$ cat src/rtl/mem_dump_pkg.sv
// mem_dump_pkg: shared types and constants for the memory dump reader.
//   state_e    - reader FSM states
//   HALF_WIDTH - width of one emitted halfword
//   LO_FIRST   - halfword ordering; low half of each word goes out first,
//                matching the image loader's (2i, 2i+1) -> word i packing
package mem_dump_pkg;

  localparam int HALF_WIDTH = 16;
  localparam bit LO_FIRST   = 1'b1;

  typedef enum logic [2:0] {
    IDLE,
    READ,
    WAIT,
    SEND_LO,
    SEND_HI,
    DONE
  } state_e;

  // Pick the upper (upper=1) or lower half of a memory word.
  function automatic logic [HALF_WIDTH-1:0] half_sel(
    input logic [2*HALF_WIDTH-1:0] w,
    input logic                    upper
  );
    return upper ? w[2*HALF_WIDTH-1:HALF_WIDTH] : w[HALF_WIDTH-1:0];
  endfunction

endpackage

$ cat src/rtl/mem_dump_splitter.sv
// mem_dump_splitter: holds one memory word and presents it as two halfwords
// on a valid/ready stream, holding data/last stable under backpressure.
//   clock, reset  - system clock, synchronous active-high reset
//   load_i        - capture word_i and start presenting its first half
//   word_i        - memory word to split
//   last_word_i   - the buffered word is the final one of the dump
//   hw_ready_i    - sink ready
//   hw_data_o     - registered halfword
//   hw_valid_o    - registered valid
//   hw_last_o     - registered last marker (second half of final word only)
import mem_dump_pkg::*;

module mem_dump_splitter #(
  parameter int DATA_WIDTH = 32
) (
  input  logic                  clock,
  input  logic                  reset,
  input  logic                  load_i,
  input  logic [DATA_WIDTH-1:0] word_i,
  input  logic                  last_word_i,
  input  logic                  hw_ready_i,
  output logic [HALF_WIDTH-1:0] hw_data_o,
  output logic                  hw_valid_o,
  output logic                  hw_last_o
);

  logic [DATA_WIDTH-1:0] buf_q, buf_d;
  logic [HALF_WIDTH-1:0] data_q, data_d;
  logic                  valid_q, valid_d;
  logic                  last_q, last_d;
  logic                  second_q, second_d;  // presenting the second half

  always_comb begin
    buf_d    = buf_q;
    data_d   = data_q;
    valid_d  = valid_q;
    last_d   = last_q;
    second_d = second_q;
    if (load_i) begin
      buf_d    = word_i;
      data_d   = half_sel(word_i, !LO_FIRST);
      valid_d  = 1'b1;
      last_d   = 1'b0;
      second_d = 1'b0;
    end else if (valid_q && hw_ready_i) begin
      if (!second_q) begin
        data_d   = half_sel(buf_q, LO_FIRST);
        last_d   = last_word_i;
        second_d = 1'b1;
      end else begin
        // data is left as-is; only valid/last drop after the final half
        valid_d  = 1'b0;
        last_d   = 1'b0;
        second_d = 1'b0;
      end
    end
    // Without a handshake every register holds, which keeps data/last
    // stable while the sink stalls.
  end

  always_ff @(posedge clock) begin
    if (reset) begin
      buf_q    <= '0;
      data_q   <= '0;
      valid_q  <= 1'b0;
      last_q   <= 1'b0;
      second_q <= 1'b0;
    end else begin
      buf_q    <= buf_d;
      data_q   <= data_d;
      valid_q  <= valid_d;
      last_q   <= last_d;
      second_q <= second_d;
    end
  end

  assign hw_data_o  = data_q;
  assign hw_valid_o = valid_q;
  assign hw_last_o  = last_q;

endmodule

$ cat src/rtl/mem_dump_reader.sv
// mem_dump_reader: reads word_count words starting at start_addr through a
// synchronous-read memory port and streams each as two halfwords, low first.
//   clock, reset   - system clock, synchronous active-high reset
//   start          - one-cycle request, only honoured in IDLE
//   start_addr     - first word address
//   word_count     - words to dump, 0..2^ADDR_WIDTH
//   busy, done     - activity flag and one-cycle completion pulse
//   mem_addr/re    - memory read port (data returns next cycle)
//   mem_rdata      - memory read data
//   hw_data/valid/ready/last - halfword output stream
import mem_dump_pkg::*;

module mem_dump_reader #(
  parameter int ADDR_WIDTH = 9,
  parameter int DATA_WIDTH = 32  // must be 2*HALF_WIDTH
) (
  input  logic                  clock,
  input  logic                  reset,
  input  logic                  start,
  input  logic [ADDR_WIDTH-1:0] start_addr,
  input  logic [ADDR_WIDTH:0]   word_count,
  output logic                  busy,
  output logic                  done,
  output logic [ADDR_WIDTH-1:0] mem_addr,
  output logic                  mem_re,
  input  logic [DATA_WIDTH-1:0] mem_rdata,
  output logic [HALF_WIDTH-1:0] hw_data,
  output logic                  hw_valid,
  input  logic                  hw_ready,
  output logic                  hw_last
);

  state_e                state_q, state_d;
  logic [ADDR_WIDTH-1:0] addr_q, addr_d;      // next word to read
  logic [ADDR_WIDTH:0]   rem_q, rem_d;        // words not yet read
  logic [ADDR_WIDTH-1:0] maddr_q, maddr_d;    // held memory address
  logic                  load;
  logic                  hs;

  assign hs = hw_valid && hw_ready;

  always_comb begin
    state_d = state_q;
    addr_d  = addr_q;
    rem_d   = rem_q;
    maddr_d = maddr_q;
    mem_re  = 1'b0;
    load    = 1'b0;
    unique case (state_q)
      IDLE: begin
        if (start) begin
          addr_d = start_addr;
          rem_d  = word_count;
          if (word_count == '0) begin
            state_d = DONE;
          end else begin
            maddr_d = start_addr;
            state_d = READ;
          end
        end
      end
      READ: begin
        mem_re  = 1'b1;
        state_d = WAIT;
      end
      WAIT: begin
        load    = 1'b1;
        addr_d  = addr_q + ADDR_WIDTH'(1);   // wraps at 2^ADDR_WIDTH
        rem_d   = rem_q - (ADDR_WIDTH+1)'(1);
        state_d = SEND_LO;
      end
      SEND_LO: begin
        if (hs) state_d = SEND_HI;
      end
      SEND_HI: begin
        if (hs) begin
          if (rem_q == '0) begin
            state_d = DONE;
          end else begin
            // address only moves when the next read is issued
            maddr_d = addr_q;
            state_d = READ;
          end
        end
      end
      DONE: state_d = IDLE;
      default: state_d = IDLE;
    endcase
  end

  always_ff @(posedge clock) begin
    if (reset) begin
      state_q <= IDLE;
      addr_q  <= '0;
      rem_q   <= '0;
      maddr_q <= '0;
    end else begin
      state_q <= state_d;
      addr_q  <= addr_d;
      rem_q   <= rem_d;
      maddr_q <= maddr_d;
    end
  end

  assign mem_addr = maddr_q;
  assign busy     = (state_q == READ) || (state_q == WAIT) ||
                    (state_q == SEND_LO) || (state_q == SEND_HI);
  assign done     = (state_q == DONE);

  // rem_q has already been decremented by the time the second half is
  // reached, so zero means this is the final word.
  mem_dump_splitter #(
    .DATA_WIDTH (DATA_WIDTH)
  ) u_split (
    .clock       (clock),
    .reset       (reset),
    .load_i      (load),
    .word_i      (mem_rdata),
    .last_word_i (rem_q == '0),
    .hw_ready_i  (hw_ready),
    .hw_data_o   (hw_data),
    .hw_valid_o  (hw_valid),
    .hw_last_o   (hw_last)
  );

endmodule

$ cat config.mk
export PLATFORM = sky130hd
export DESIGN_NAME = mem_dump_reader
export DESIGN_NICKNAME = d
export VERILOG_FILES = /design/src/rtl/mem_dump_pkg.sv /design/src/rtl/mem_dump_splitter.sv /design/src/rtl/mem_dump_reader.sv
export SDC_FILE = /design/constraint.sdc
export NUM_CORES = 1
export LEC_CHECK = 0
export BUFFER_PORTS_ARGS = -buffer_cell sky130_fd_sc_hd__buf_2
export CORE_UTILIZATION = 52
export DETAILED_ROUTE_END_ITERATION = 8
export GPL_ROUTABILITY_DRIVEN = 0
export HOLD_SLACK_MARGIN = 0.15
export PLACE_DENSITY = 0.8
export SYNTH_ARGS = -nofsm -noshare
export SYNTH_HDL_FRONTEND = slang
export SYNTH_SLANG_ARGS = --single-unit
$ cat constraint.sdc
create_clock -name clock -period 2.7 [get_ports clock]
set_clock_uncertainty 0.15 [all_clocks]
set_input_delay 0.135 -clock clock [delete_from_list [all_inputs] [get_ports clock]]
set_output_delay 0.135 -clock clock [all_outputs]
set_load 0.02 [all_outputs]
; Word-level counts from Yosys, hierarchy flattened
; Index checks and enable logic that the tools add are counted.
; W data, S select, Z words.
[word_totals]
register_bits = 82
in_bits = 55
output_inout_bits = 30
word_cells = 64
[op_classes]
n_addsub = 2
n_eq_ne = 11
n_mux = 25
reduce_logical = 17
[op_table]
columns = cell, count
row1 = $mux W16, 3
row2 = $mux W9, 5
row3 = $pmux W9 S2, 2
row4 = $logic_not A10 Y1, 2
row5 = $pmux W10 S2, 1
row6 = $mux W3, 5
row7 = $pmux W3 S5, 1
row8 = $ne A2 B2 Y1 const B, 6
row9 = $mux W10, 1
row10 = $sub A10 B1 Y10 const B, 1
row11 = $add A9 B1 Y9 const B, 1
row12 = $reduce_bool A2 Y1, 4
row13 = $mux W1, 7
row14 = $eq A3 B2 Y1 const B, 2
row15 = $eq A3 B3 Y1 const B, 2
row16 = $reduce_and A2 Y1, 3
row17 = $reduce_and A5 Y1, 1
row18 = $eq A3 B1 Y1 const B, 1
row19 = $logic_not A3 Y1, 1
row20 = $logic_or A1 B1 Y1, 3
row21 = $reduce_and A3 Y1, 1
row22 = $reduce_or A2 Y1, 1
row23 = $logic_and A1 B1 Y1, 1

; Logic depth before layout (Yosys ltp)
[logic_depth]
word_depth = 4
depth_mapped = 7
depth_no_buf = 6

; By module
; From an unflattened synthesis, not the netlist that was laid out.
[hier_totals]
hier_cells = 368
area_unflattened_um2 = 3288.2
[modules_own_cells]
columns = module, instances, cells_each, area_per_inst_um2, seq_area_each_um2
row1 = mem_dump_reader, 1, 212, 1756.7, 620.6
row2 = mem_dump_splitter, 1, 156, 1531.5, 700.7

; Worst setup path after synthesis
; OpenSTA, ideal clock, no wires.
[synth_timing]
path_type = register to register
startpoint = register state_q[0]
endpoint = register addr_q[8]
setup_time_ns = 0.070
arrival_time_ns = 1.743
required_ns = 2.480
path_slack_ns = 0.737
stages_incl_launch_ff = 7
path_buffers = 2
synth_period_minus_slack_ns = 1.963
path_cell_list = dfxtp_1 -> clkbuf_1 -> or3b_1 -> clkbuf_1 -> or4_1 -> a2bb2oi_1 -> a21oi_1
[synth_between]
elab_chain_len = 3
elab_cells_between_ends = 6
classes_between = 2 x eq/ne / 1 x mux / 3 x reduce/logical
[synth_rtl]
columns = item, line
row1 = from (decl), mem_dump_reader.sv:33  ; state_e state_q, state_d;
row2 = from (signal assigned), mem_dump_reader.sv:98  ; state_q <= state_d;
row3 = $eq A3 B2 Y1 or $logic_not A3 Y1 (tied branches), mem_dump_reader.sv:49  ; unique case (state_q)
row4 = $reduce_bool A2 Y1 (no source line) or $ne A2 B2 Y1 (tied branches), -
row5 = $reduce_and A2 Y1 (no source line), -
row6 = to (signal assigned), mem_dump_reader.sv:99  ; addr_q <= addr_d;
row7 = to (decl), mem_dump_reader.sv:34  ; logic [ADDR_WIDTH-1:0] addr_q, addr_d;
; Several ways; a longest one is shown, not always the timed one.
; A chain may end at the register's enable or synchronous reset.

; Worst setup path in the final report
[layout_timing]
startpoint = register state_q[2]
endpoint = register addr_q[5]
; Same word-level chain as after synthesis.

==> impl_summary.txt <==
----------------------------------------------------
[Hold path]
  Worst min-delay path category ... input pin to flop
  Startpoint of the lowest-slack hold path ... start
  Hold-critical path endpoint ... addr_q[7]
  Instance count along the most critical hold path ... 4

[Route]
  First-pass detailed-route iteration total ... 5
  Detailed-route wire length ... 8909 um
  DRC violation count after routing ... 0
  Wirelength per Cell ... 15.80 um
  Final antenna-violating net count ... 0
  Routed vias/inst ... 5.860
  Number of DRC violations after detailed-routing iteration 0 ... 208
  Count of vias placed by the detailed router ... 3,305

[STA]
  Ratio of final minimum period to clock period ... 95.19%
  Pins Over Slew Limit ... 0
  Max-slew headroom at the worst pin ... 17.13%
  Least setup slack across all paths after layout ... 0.1298 ns
  Final setup TNS ... 0 ns
  Setup repair after global routing missed its margin ... false
  Clock period minus final worst setup slack ... 2.570 ns
  Total of endpoints with negative setup slack in the final report ... 0
  Achievable clock frequency ... 0.3891 GHz
  Least-Margin Pin Slew ... 1.243 ns
  Count of final hold-check violations ... 0
  Hold Worst Slack ... 0.1958 ns

[Clock tree]
  Clock Sinks ... 66
  Buffers from clock root to sink, at most ... 2
  Number of buffers created by CTS ... 9
  Clock tree from TritonCTS ... yes
  Root buffer cell ... clkbuf_8
  H-Tree Depth ... 3
  Clk_lat worst skew ... 0.34 ns
  Clock transition at the registers of the reported paths ... 0.08 ns

[Yosys]
  Count of state elements after synthesis ... 66
  Post-synthesis sequential area ratio ... 43.23%
  Adder-cell share of the synthesized area ... 0.8187%
  Average footprint of a synthesized cell ... 8.444 um2
  Synthesized cell area ... 3057 um2
  Combinational family with the most area after synthesis ... compound AO/OA/AOI/OAI gates
  Count of flip-flops with a built-in enable after synthesis ... 0
  Top cells by area, synth ... dfxtp_1 43%, nand2_1 7.7%, a21oi_1 4.9%, a311oi_1 4.6%, nor2_1 4.2%
  Parity-gate share of the synthesized area counting xor and xnor cells ... 0.8596%
  Synthesis Warnings ... 0
  Compound-cell area share of the yosys netlist ... 23.58%
  Simple-gate share of the synthesized area ... 22.92%
  Cell type with the largest total area after synthesis ... dfxtp_1
  Flip-flop cell with the highest count after synthesis ... dfxtp_1
  Share of synthesized area spent on multiplexers ... 3.275%
  Top cell type's share of synthesized area ... 43.23%
  Synthesized instance count ... 362
  Synth unique cells ... 49
  Share of synthesized flip-flops with an asynchronous set or reset ... 0%
  Post-synth net total ... 419

[Global routing]
  Global-route usage over all layers ... 29.65%
  Maximum number of pins on one net before global-route repair ... 46
  First-pass GRT wire length ... 14,350 um
  Gr ovfl total ... 0
  Number of antenna violations at the first check in global routing ... 0
  Vias in the first global route ... 3,236

[Critical path]
  Source of the worst register-to-register timing path ... state_q[2]
  Most frequent cell on the critical path ... a21oi_1
  Worst endpoint required time ... 2.84 ns
  Worst-path maximum fanout ... 15
  Worst r2r path cells ... 5
  Max stage delay cell, worst path ... or3b_1
  Startpoint class of the critical path ... flop
  Critical path start-end classification ... flop to flop
  Worst reg2reg endpoint ... addr_q[5]
  Critical path data arrival time ... 2.71 ns
  Crit-path max cell delay ... 0.67 ns
  Reg2Reg Setup Slack ... 0.13 ns
  CP Cell Sequence ... or3b_1, nor4_1, a21oi_1, a21oi_1, dlygate4sd3_1
  Critical Path End Type ... flop

[Floorplanning]
  Initial Util ... 54.84%
  Number of cell rows ... 27
  Core Box Area ... 5574 um2
  Die footprint ... 6189 um2
  Height of the chip ... 78.67 um
  Die Width ... 78.67 um
  I/O pin total ... 85

[Status]
  Outcome ... finished clean

[Layout]
  Signed area change from the synthesized netlist to the final layout ... 39.62%
  Total area of sequential cells ... 1321 um2
  Number of nets in the finished design ... 544
  Count of fill cells added during filler insertion ... 387
  Antenna Cells ... 0
  Share of layout cells above drive strength 1 ... 24.39%
  Layout Cells excl Fill ... 564
  Area of all placed cells without fillers ... 4268 um2
  Final standard cell utilization of the core ... 76.57%
  Area used by multi-input combinational logic ... 1583 um2

[Pwr]
  Power density of the placed cells ... 641.2 nW/um2
  Maximum resistive drop on vdd ... 0.3783 mV
  Post-route total power ... 2.737 mW
  Lkg Pwr ... 1.762 nW

[Run]
  Total of max-cap violations ... 0

[Placement]
  I/O Buffers ... 84
  Minimum setup slack after placement ... 0.3711 ns
  Placed Instances ... 495
  Half-perimeter wire length of the detailed placement result ... 5220 um
  Cell area after placement ... 3483 um2

----------------------------------------------------
==> cells in the final DEF, fill, tap and decap left out, drive strengths merged, types with 5 or more instances in the layout <==
| cell type | count |
|---|---|
| nand3 | 10 |
| a311oi | 16 |
| or3 | 6 |
| dfxtp | 66 |
| buf | 88 |
| a21oi | 30 |
| a31oi | 15 |
| mux2i | 10 |
| o21ai | 5 |
| inv | 8 |
| nor2 | 34 |
| a211oi | 10 |
| clkbuf | 10 |
| nand2 | 63 |
| or4 | 5 |
| dlygate4sd3 | 53 |
| nor4 | 5 |
| nor3 | 6 |
==> state kept, by name (all words and copies together), names as in the netlist <==
register	cells
u_split.hw_last_o	1
state_q	3
u_split.buf_q	16
rem_q	10
u_split.second_q	1
u_split.hw_valid_o	1
u_split.hw_data_o	16
addr_q	9
mem_addr	9
==> final cells by class <==
| type | count | share of cell area, % |
|---|---|---|
| flip-flops and latches | 66 | 30.96 |
| well taps | 72 | 2.111 |
| repair buffers | 141 | 23.37 |
| clock buffers | 10 | 3.225 |
| inverters | 7 | 0.6157 |
| multi-input cells | 262 | 37.09 |
| clock inverters | 6 | 2.639 |
==> routing by layer <==
layer	GRT usage [%]	wire length, um
met2	53.39	4583
met4	13.70	210
met5	0	0
met3	5.000	608
met1	33.84	3506
==> synthesized netlist by cell type, types with 2 or more instances <==
cell type	number
dfxtp_1	66
nand2_1	63
nor2_1	34
a21oi_1	30
clkbuf_1	21
a311oi_1	16
a31oi_1	15
mux2i_1	10
nand3_1	10
a211oi_2	9
inv_1	7
nor3_1	6
or3_1	6
nor4_1	5
a2bb2oi_1	4
o211ai_1	4
a22oi_1	3
and3_1	3
buf_2	3
o21ai_0	3
or4_1	3
a221oi_1	2
and2_1	2
buf_6	2
ha_1	2
nand2b_1	2
nand4_1	2
nor2b_1	2
nor3b_1	2
o21a_1	2
o21ai_1	2
o32ai_1	2
or4_4	2
xnor2_1	2
==> where the power goes <==
part	total, mW	switching, mW	internal [mW]
registers	1.13	0.0644	1.06
clock network	1.03	0.392	0.642
logic	0.578	0.328	0.250
==> cells by family after synthesis <==
| group | count (synthesis) |
|---|---|
| AO/OA/AOI/OAI | 99 |
| XOR/XNOR | 3 |
| adder cells (fa/ha/maj) | 2 |
| buffers and inverters | 34 |
| flip-flops | 66 |
| multiplexers | 10 |
| AND/OR/NAND/NOR | 148 |
==> repair_timing <==
| action | 4_1_cts | 5_1_grt |
|---|---|---|
| hold endpoints to repair | 62 | 0 |
| buffers inserted | 0 | 0 |
| resized for setup | 0 | 1 |
| endpoints found under the setup margin | 0 | 1 |
| hold buffers | 53 | 0 |
==> how the worst max path moves through the flow <==
stage,startpoint,end,depth (start not counted)
floorplan,state_q[0],addr_q[8],6
global placement,state_q[2],addr_q[8],4
detailed placement,state_q[2],u_split.hw_data_o[4],4
finish,state_q[2],addr_q[5],5
CTS,state_q[2],addr_q[5],6
global route,state_q[2],addr_q[5],5
==> worst max-delay path, delay by kind of cell, from the launching register on <==
| kind | cells | cell delay (ns) |
|---|---|---|
| and+or+nand+nor | 2 | 1.10 |
| DFF | 1 | 0.48 |
| buffers and inverters | 1 | 0.56 |
| AOI/OAI and AO/OA | 2 | 0.23 |
Power figures use the tool's default switching activity.
